**src/rtl/mem_lane_align_if.sv**
```systemverilog
// Request/memory/response bundle for mem_lane_align.
// MEM_ALIGN_BE_EN adds the mem_be byte-enable signal.
interface mem_lane_align_if #(
    parameter int DATA_W = 32,
    parameter int ADDR_W = 32
);
    logic              req_valid;
    logic              req_ready;
    logic [5:0]        req_opcode;
    logic [ADDR_W-1:0] req_addr;
    logic [DATA_W-1:0] req_wdata;
    logic              mem_rd_en;
    logic              mem_wr_en;
    logic [ADDR_W-1:0] mem_addr;
    logic [DATA_W-1:0] mem_wdata;
    logic [DATA_W-1:0] mem_rdata;
    logic              mem_rdata_valid;
    logic              resp_valid;
    logic [DATA_W-1:0] resp_data;
    logic              resp_misalign;
    logic              resp_illegal;
`ifdef MEM_ALIGN_BE_EN
    logic [DATA_W/8-1:0] mem_be;
`endif

    modport master (
        output req_valid, req_opcode, req_addr, req_wdata, mem_rdata, mem_rdata_valid,
`ifdef MEM_ALIGN_BE_EN
        input  mem_be,
`endif
        input  req_ready, mem_rd_en, mem_wr_en, mem_addr, mem_wdata,
               resp_valid, resp_data, resp_misalign, resp_illegal
    );

    modport slave (
        input  req_valid, req_opcode, req_addr, req_wdata, mem_rdata, mem_rdata_valid,
`ifdef MEM_ALIGN_BE_EN
        output mem_be,
`endif
        output req_ready, mem_rd_en, mem_wr_en, mem_addr, mem_wdata,
               resp_valid, resp_data, resp_misalign, resp_illegal
    );
endinterface

```
**src/rtl/mem_lane_align.sv**
```systemverilog
// Load/store lane aligner: reads the containing word, extends loads, merges stores.
// MEM_ALIGN_BE_EN: stores write replicated data with byte enables instead of RMW.
module mem_lane_align_byte (
    input  logic       sel_i,
    input  logic [7:0] new_i,
    input  logic [7:0] old_i,
    output logic [7:0] byte_o
);
    assign byte_o = sel_i ? new_i : old_i;
endmodule

module mem_lane_align #(
    parameter int DATA_W = 32,
    parameter int ADDR_W = 32
) (
    input logic            clk_i,
    input logic            rst_n_i,
    mem_lane_align_if.slave bus
);
    localparam int NB   = DATA_W / 8;
    localparam int LB_W = $clog2(NB);

    typedef enum logic [2:0] {IDLE, RD_REQ, RD_WAIT, WR, RESP} state_t;
    state_t state_q, state_d;

    logic              ready_q, st_q, uns_q, mis_q, ill_q;
    logic [1:0]        sz_q;
    logic [ADDR_W-1:0] addr_q;
    logic [31:0]       wdata_q;
    logic [DATA_W-1:0] resp_data_q;

    logic              dec_legal, dec_st, dec_uns, dec_mis, skip_rd, accept;
    logic [1:0]        dec_sz;
    logic [LB_W-1:0]   req_lane, lane_q;
    logic [DATA_W-1:0] rd_sh, ld_val, repl;
    logic [NB-1:0]     be;

    // sz encodes access width as log2(bytes)
    always_comb begin
        dec_legal = 1'b1;
        dec_st    = 1'b0;
        dec_sz    = 2'd0;
        dec_uns   = 1'b0;
        case (bus.req_opcode)
            6'b100000: ;
            6'b100001: dec_sz = 2'd1;
            6'b100011: dec_sz = 2'd2;
            6'b100100: dec_uns = 1'b1;
            6'b100101: begin dec_sz = 2'd1; dec_uns = 1'b1; end
            6'b101000: dec_st = 1'b1;
            6'b101001: begin dec_st = 1'b1; dec_sz = 2'd1; end
            6'b101011: begin dec_st = 1'b1; dec_sz = 2'd2; end
            default:   dec_legal = 1'b0;
        endcase
    end

    assign req_lane = bus.req_addr[LB_W-1:0];
    assign dec_mis  = dec_legal && ((dec_sz == 2'd1 && req_lane[0]) ||
                                    (dec_sz == 2'd2 && req_lane[1:0] != 2'b00));
`ifdef MEM_ALIGN_BE_EN
    assign skip_rd  = dec_st;
`else
    assign skip_rd  = dec_st && dec_sz == 2'd2 && DATA_W == 32;
`endif
    assign accept   = bus.req_valid && ready_q;

    always_comb begin
        state_d = state_q;
        case (state_q)
            IDLE:    if (accept) begin
                         if (!dec_legal || dec_mis) state_d = RESP;
                         else if (skip_rd)          state_d = WR;
                         else                       state_d = RD_REQ;
                     end
            RD_REQ:  state_d = RD_WAIT;
            RD_WAIT: if (bus.mem_rdata_valid) state_d = st_q ? WR : RESP;
            WR:      state_d = RESP;
            RESP:    state_d = IDLE;
            default: state_d = IDLE;
        endcase
    end

    assign lane_q = addr_q[LB_W-1:0];
    assign rd_sh  = bus.mem_rdata >> {lane_q, 3'b000};

    always_comb begin
        case (sz_q)
            2'd0:    ld_val = uns_q ? DATA_W'(rd_sh[7:0])  : DATA_W'($signed(rd_sh[7:0]));
            2'd1:    ld_val = uns_q ? DATA_W'(rd_sh[15:0]) : DATA_W'($signed(rd_sh[15:0]));
            default: ld_val = DATA_W'($signed(rd_sh[31:0]));
        endcase
    end

`ifndef MEM_ALIGN_BE_EN
    logic [DATA_W-1:0] rdata_q, merged;
`endif

    // Store data is replicated across the word so each lane picks its own slice;
    // alignment is guaranteed because misaligned requests never reach WR.
    for (genvar b = 0; b < NB; b++) begin : g_lane
        assign repl[8*b +: 8] = (sz_q == 2'd0) ? wdata_q[7:0] :
                                (sz_q == 2'd1) ? wdata_q[8*(b%2) +: 8] : wdata_q[8*(b%4) +: 8];
        assign be[b] = (sz_q == 2'd0) ? (32'(lane_q) == 32'(b)) :
                       (sz_q == 2'd1) ? ((32'(lane_q) >> 1) == 32'(b/2)) :
                                        ((32'(lane_q) >> 2) == 32'(b/4));
`ifndef MEM_ALIGN_BE_EN
        mem_lane_align_byte u_byte (
            .sel_i (be[b]),
            .new_i (repl[8*b +: 8]),
            .old_i (rdata_q[8*b +: 8]),
            .byte_o(merged[8*b +: 8])
        );
`endif
    end

    always_ff @(posedge clk_i or negedge rst_n_i) begin
        if (!rst_n_i) begin
            state_q     <= IDLE;
            ready_q     <= 1'b0;
            st_q        <= 1'b0;
            uns_q       <= 1'b0;
            sz_q        <= 2'd0;
            addr_q      <= '0;
            wdata_q     <= '0;
            resp_data_q <= '0;
            mis_q       <= 1'b0;
            ill_q       <= 1'b0;
`ifndef MEM_ALIGN_BE_EN
            rdata_q     <= '0;
`endif
        end else begin
            state_q <= state_d;
            ready_q <= (state_d == IDLE);
            if (accept) begin
                addr_q  <= bus.req_addr;
                wdata_q <= bus.req_wdata[31:0];
                st_q    <= dec_st;
                sz_q    <= dec_sz;
                uns_q   <= dec_uns;
                if (!dec_legal || dec_mis) begin
                    resp_data_q <= '0;
                    mis_q       <= dec_mis;
                    ill_q       <= !dec_legal;
                end
            end
            if (state_q == RD_WAIT && bus.mem_rdata_valid) begin
`ifndef MEM_ALIGN_BE_EN
                rdata_q <= bus.mem_rdata;
`endif
                if (!st_q) begin
                    resp_data_q <= ld_val;
                    mis_q       <= 1'b0;
                    ill_q       <= 1'b0;
                end
            end
            if (state_q == WR) begin
                resp_data_q <= '0;
                mis_q       <= 1'b0;
                ill_q       <= 1'b0;
            end
        end
    end

    assign bus.req_ready     = ready_q;
    assign bus.mem_rd_en     = (state_q == RD_REQ);
    assign bus.mem_wr_en     = (state_q == WR);
    assign bus.mem_addr      = {addr_q[ADDR_W-1:LB_W], {LB_W{1'b0}}};
    assign bus.resp_valid    = (state_q == RESP);
    assign bus.resp_data     = resp_data_q;
    assign bus.resp_misalign = mis_q;
    assign bus.resp_illegal  = ill_q;
`ifdef MEM_ALIGN_BE_EN
    assign bus.mem_wdata     = repl;
    assign bus.mem_be        = (state_q == WR) ? be : '0;
`else
    assign bus.mem_wdata     = merged;
`endif
endmodule
```
**src/flat_wrapper.sv**
```systemverilog
// flat-port wrapper written by rule: the top's interface ports become plain ports
module mem_lane_align_flat 
#(
    parameter int DATA_W = 32,
    parameter int ADDR_W = 32
)
  (clk_i, rst_n_i, bus_req_valid, bus_req_opcode, bus_req_addr, bus_req_wdata, bus_mem_rdata, bus_mem_rdata_valid, bus_req_ready, bus_mem_rd_en, bus_mem_wr_en, bus_mem_addr, bus_mem_wdata, bus_resp_valid, bus_resp_data, bus_resp_misalign, bus_resp_illegal);
  mem_lane_align_if #(.DATA_W(DATA_W), .ADDR_W(ADDR_W)) bus_i ();
  input logic clk_i;
  input logic rst_n_i;
  input wire logic [$bits(bus_i.req_valid)-1:0] bus_req_valid;
  input wire logic [$bits(bus_i.req_opcode)-1:0] bus_req_opcode;
  input wire logic [$bits(bus_i.req_addr)-1:0] bus_req_addr;
  input wire logic [$bits(bus_i.req_wdata)-1:0] bus_req_wdata;
  input wire logic [$bits(bus_i.mem_rdata)-1:0] bus_mem_rdata;
  input wire logic [$bits(bus_i.mem_rdata_valid)-1:0] bus_mem_rdata_valid;
  output wire logic [$bits(bus_i.req_ready)-1:0] bus_req_ready;
  output wire logic [$bits(bus_i.mem_rd_en)-1:0] bus_mem_rd_en;
  output wire logic [$bits(bus_i.mem_wr_en)-1:0] bus_mem_wr_en;
  output wire logic [$bits(bus_i.mem_addr)-1:0] bus_mem_addr;
  output wire logic [$bits(bus_i.mem_wdata)-1:0] bus_mem_wdata;
  output wire logic [$bits(bus_i.resp_valid)-1:0] bus_resp_valid;
  output wire logic [$bits(bus_i.resp_data)-1:0] bus_resp_data;
  output wire logic [$bits(bus_i.resp_misalign)-1:0] bus_resp_misalign;
  output wire logic [$bits(bus_i.resp_illegal)-1:0] bus_resp_illegal;
  assign bus_i.req_valid = bus_req_valid;
  assign bus_i.req_opcode = bus_req_opcode;
  assign bus_i.req_addr = bus_req_addr;
  assign bus_i.req_wdata = bus_req_wdata;
  assign bus_i.mem_rdata = bus_mem_rdata;
  assign bus_i.mem_rdata_valid = bus_mem_rdata_valid;
  assign bus_req_ready = bus_i.req_ready;
  assign bus_mem_rd_en = bus_i.mem_rd_en;
  assign bus_mem_wr_en = bus_i.mem_wr_en;
  assign bus_mem_addr = bus_i.mem_addr;
  assign bus_mem_wdata = bus_i.mem_wdata;
  assign bus_resp_valid = bus_i.resp_valid;
  assign bus_resp_data = bus_i.resp_data;
  assign bus_resp_misalign = bus_i.resp_misalign;
  assign bus_resp_illegal = bus_i.resp_illegal;
  mem_lane_align #(.DATA_W(DATA_W), .ADDR_W(ADDR_W)) u_core (.clk_i(clk_i), .rst_n_i(rst_n_i), .bus(bus_i));
endmodule
```
**config.mk**
```make
export PLATFORM = sky130hd
export DESIGN_NAME = mem_lane_align_flat
export DESIGN_NICKNAME = d
export VERILOG_FILES = /design/src/rtl/mem_lane_align_if.sv /design/src/rtl/mem_lane_align.sv /design/src/flat_wrapper.sv
export SDC_FILE = /design/constraint.sdc
export NUM_CORES = 1
export LEC_CHECK = 0
export ABC_AREA = 1
export BUFFER_PORTS_ARGS = -buffer_cell sky130_fd_sc_hd__buf_2
export CAP_MARGIN = 30
export CORE_ASPECT_RATIO = 0.7
export CORE_UTILIZATION = 50
export DETAILED_ROUTE_END_ITERATION = 10
export MAX_ROUTING_LAYER = met4
export PLACE_DENSITY = 0.8
export SYNTH_ARGS = -nofsm -noshare
export SYNTH_HDL_FRONTEND = slang
export SYNTH_SLANG_ARGS = --single-unit
```
**constraint.sdc**
```tcl
create_clock -name clk_i -period 2.3 [get_ports clk_i]
set_input_delay 0.23 -clock clk_i [delete_from_list [all_inputs] [get_ports clk_i]]
set_output_delay 0.23 -clock clk_i [all_outputs]
set_load 0.05 [all_outputs]
```
==> results_dict.tcl <==
set metrics [dict create \
    setup-tns-final_ns 0 \
    cts_buffer_depth 2 \
    dp_hpwl_um 15010 \
    cts_buffers 17 \
    grt_pass1_wl_um 32840 \
    netlist_area_um2 7029 \
    crit_path_top_delay_cell "dfrtp_1" \
    fin_crit_sh_pct 97.28 \
    hold_viol 0 \
    cts.clk_slew.worst_paths_ns 0.06 \
    place_congestion 0.9462 \
    p_per_area_nw_per_um2 1617 \
    tightest_slew_ns 0.6063 \
    area_delta_synth_final_pct 25.35 \
    cts_tree "built" \
    routed_wl_um 20740 \
    post_synth.cell_area_avg_um2 7.943 \
    initial_core_util_pct 52.28 \
    numPortBuffers 205 \
    synth_edf_count 0 \
    max_freq_mhz 447.0 \
    std_cell_rows 35 \
    cap_violations 0 \
    syn_inst 885 \
    clock-sinks 138 \
    rsz0062_at_grt "no" \
    wl_per_cell_um 16.29 \
    io_pins 208 \
    leakage_nw 4.823 \
    drive_above_1_share_pct 27.68 \
    ys_warn_count 0 \
    final_cells 1273 \
    finalSetupViolCount 0 \
    overflow 0 \
    setup_ws_ns 0.06262 \
    worstPathMaxFanout 9 \
    dp_slack_ns 0.3848 \
    period_minus_slack_ns 2.237 \
    dp.cells 1214 \
    required_ns 2.07 \
    path_cells "inv_1 -> a21oi_4 -> or2_4 -> o211ai_1 -> buf_2" \
    slew_headroom_pct 59.58 \
    grt_pass1_vias 6409 \
    core_um2 13440 \
    crit_arrival_ns 2.01 \
    clock_skew_ns 0.008682 \
    whs_ns 0.0008643 \
    drt-initial-drc-count 466 \
    viasPerCell 5.164 \
    dr.pass1.iters 5 \
    ys_types 38 \
    die_area_um2 14540 \
    htreeDepth 4 \
    synth_ff_type "dfrtp_1" \
    seq_area_frac_synth_pct 49.13 \
    die-width_um 143.7 \
    postRouteAntennaNets 0 \
    vias 6574 \
    cts_root_buf "clkbuf_16" \
    synth-async-reset-ratio_pct 100.0 \
    slowest_delay_ns 0.47 \
    clock_latency_ns 0.42 \
    antenna_found_initial 3 \
    power_mw 14.25 \
    ys_ff_latch 138 \
    finalMaxSlewViolations 0 \
    grt_max_degree 61 \
    drc_errors 0 \
    final_cell_mix "nand2_1 (338), buf_2 (203), dfrtp_1 (137)" \
    critPathLaunchType "flop" \
    grt_use_total_pct 31.19 \
    hp-class "in2reg" \
    cp-end-kind "primary output" \
    outcome "complete, no violations" \
    final_common_cell "nand2_1" \
    die_h_um 101.2 \
    critPathKind "reg2out" \
    ir_drop_mv 1.193 \
    fin_nets 1177 \
]
-- sequential cells by signal, summed over array words and instances, names as in the netlist, 2 cells and up --
register / count
u_core.addr_q: 32
u_core.bus.resp_data: 32
u_core.rdata_q: 32
u_core.wdata_q: 32
u_core.state_q: 3
u_core.sz_q: 2
-- Yosys cell counts, drive strengths merged, types with 2 or more instances --
master / n / area share (%)
o21ai: 64 / 4.6
buf: 60 / 5.7
inv: 60 / 3.2
mux2: 17 / 2.7
a31oi: 6 / 0.53
nand4: 2 / 0.27
o22ai: 6 / 0.62
a21oi: 40 / 3.1
nand2: 344 / 19
a22oi: 6 / 0.64
dfrtp: 138 / 49
clkbuf: 18 / 0.96
nor2: 38 / 2.6
nand3: 60 / 4.5
nor3: 7 / 0.73
o211ai: 15 / 1.6
-- report_power, final --
group / switching [mW] / internal [mW]
Sequential: 0.729 / 3.42
Combinational: 5.63 / 1.88
Clock: 1.15 / 1.43
Total: 7.52 / 6.73
-- metrics by stage --
| stage | util, % | cell area (um^2) |
|---|---|---|
| floorplan | - | 7033 |
| CTS | 64.85 | 8718 |
| global route | 65.52 | 8808 |
| global placement | 59.44 | 7991 |
| detailed placement | 59.44 | 7991 |
| finish | 65.54 | 8811 |
-- worst max-delay path: cells and delay by family (launching register included) --
kind / cells / cell delay [ns]
simple gates: 1 / 0.30
buf+inv: 2 / 0.48
flops: 1 / 0.47
compound gates: 2 / 0.33
-- metal layers --
| metal | vias to the layer above | wire length [um] | part of all wire [%] | track usage [%] |
|---|---|---|---|---|
| met5 | - | 0 | 0 | - |
| met4 | 0 | 323 | 1.6 | 7.692 |
| met3 | 36 | 1780 | 8.6 | 8.227 |
| met2 | 305 | 9070 | 44 | 45.56 |
| met1 | 3028 | 9568 | 46 | 43.17 |
| li1 | 3205 | - | - | - |
-- final cells by class --
class	instances	area, um^2
antenna	4	10.01
clock buffer	18	439.2
clock inverter	14	111.4
fill	1144	4633
inverter	60	227.7
multi-input combinational	610	2922
sequential	138	3455
tap	185	231.5
timing repair buffer	244	1415
-- worst paths after layout --
| kind | from | end | slack [ns] | cells after the start |
|---|---|---|---|---|
| min in group asynchronous | rst_n_i | u_core.bus.resp_data[25] | 0.37 | 2 |
| min reg2reg | u_core.addr_q[2] | u_core.addr_q[2] | 0.47 | 2 |
| max reg2reg | u_core.addr_q[0] | u_core.bus.resp_data[21] | 0.37 | 8 |
| min | bus_req_addr[14] | u_core.addr_q[14] | 0.0009 | 3 |
| max | u_core.sz_q[0] | bus_mem_wdata[18] | 0.06 | 5 |
| max in group asynchronous | rst_n_i | u_core.rdata_q[13] | 1.30 | 3 |
-- timing repair --
action                                 CTS  global route
buffers inserted                         0             3
setup endpoints to repair               11            15
resized for setup                        3             7
hold buffers                            17             3
endpoints found under the hold margin   74             3
-- cells by family (layout without fill, tap and decap cells) --
family                 Yosys count  after routing  synth area share, %
and+or+nand+nor                453            453                27.02
muxes                           17             17                2.723
buffers and inverters          138            336                9.825
DFF                            138            138                49.13
AOI/OAI and AO/OA              138            138                11.25
other                            1              6              0.05335
(Power assumes the default switching activity.)
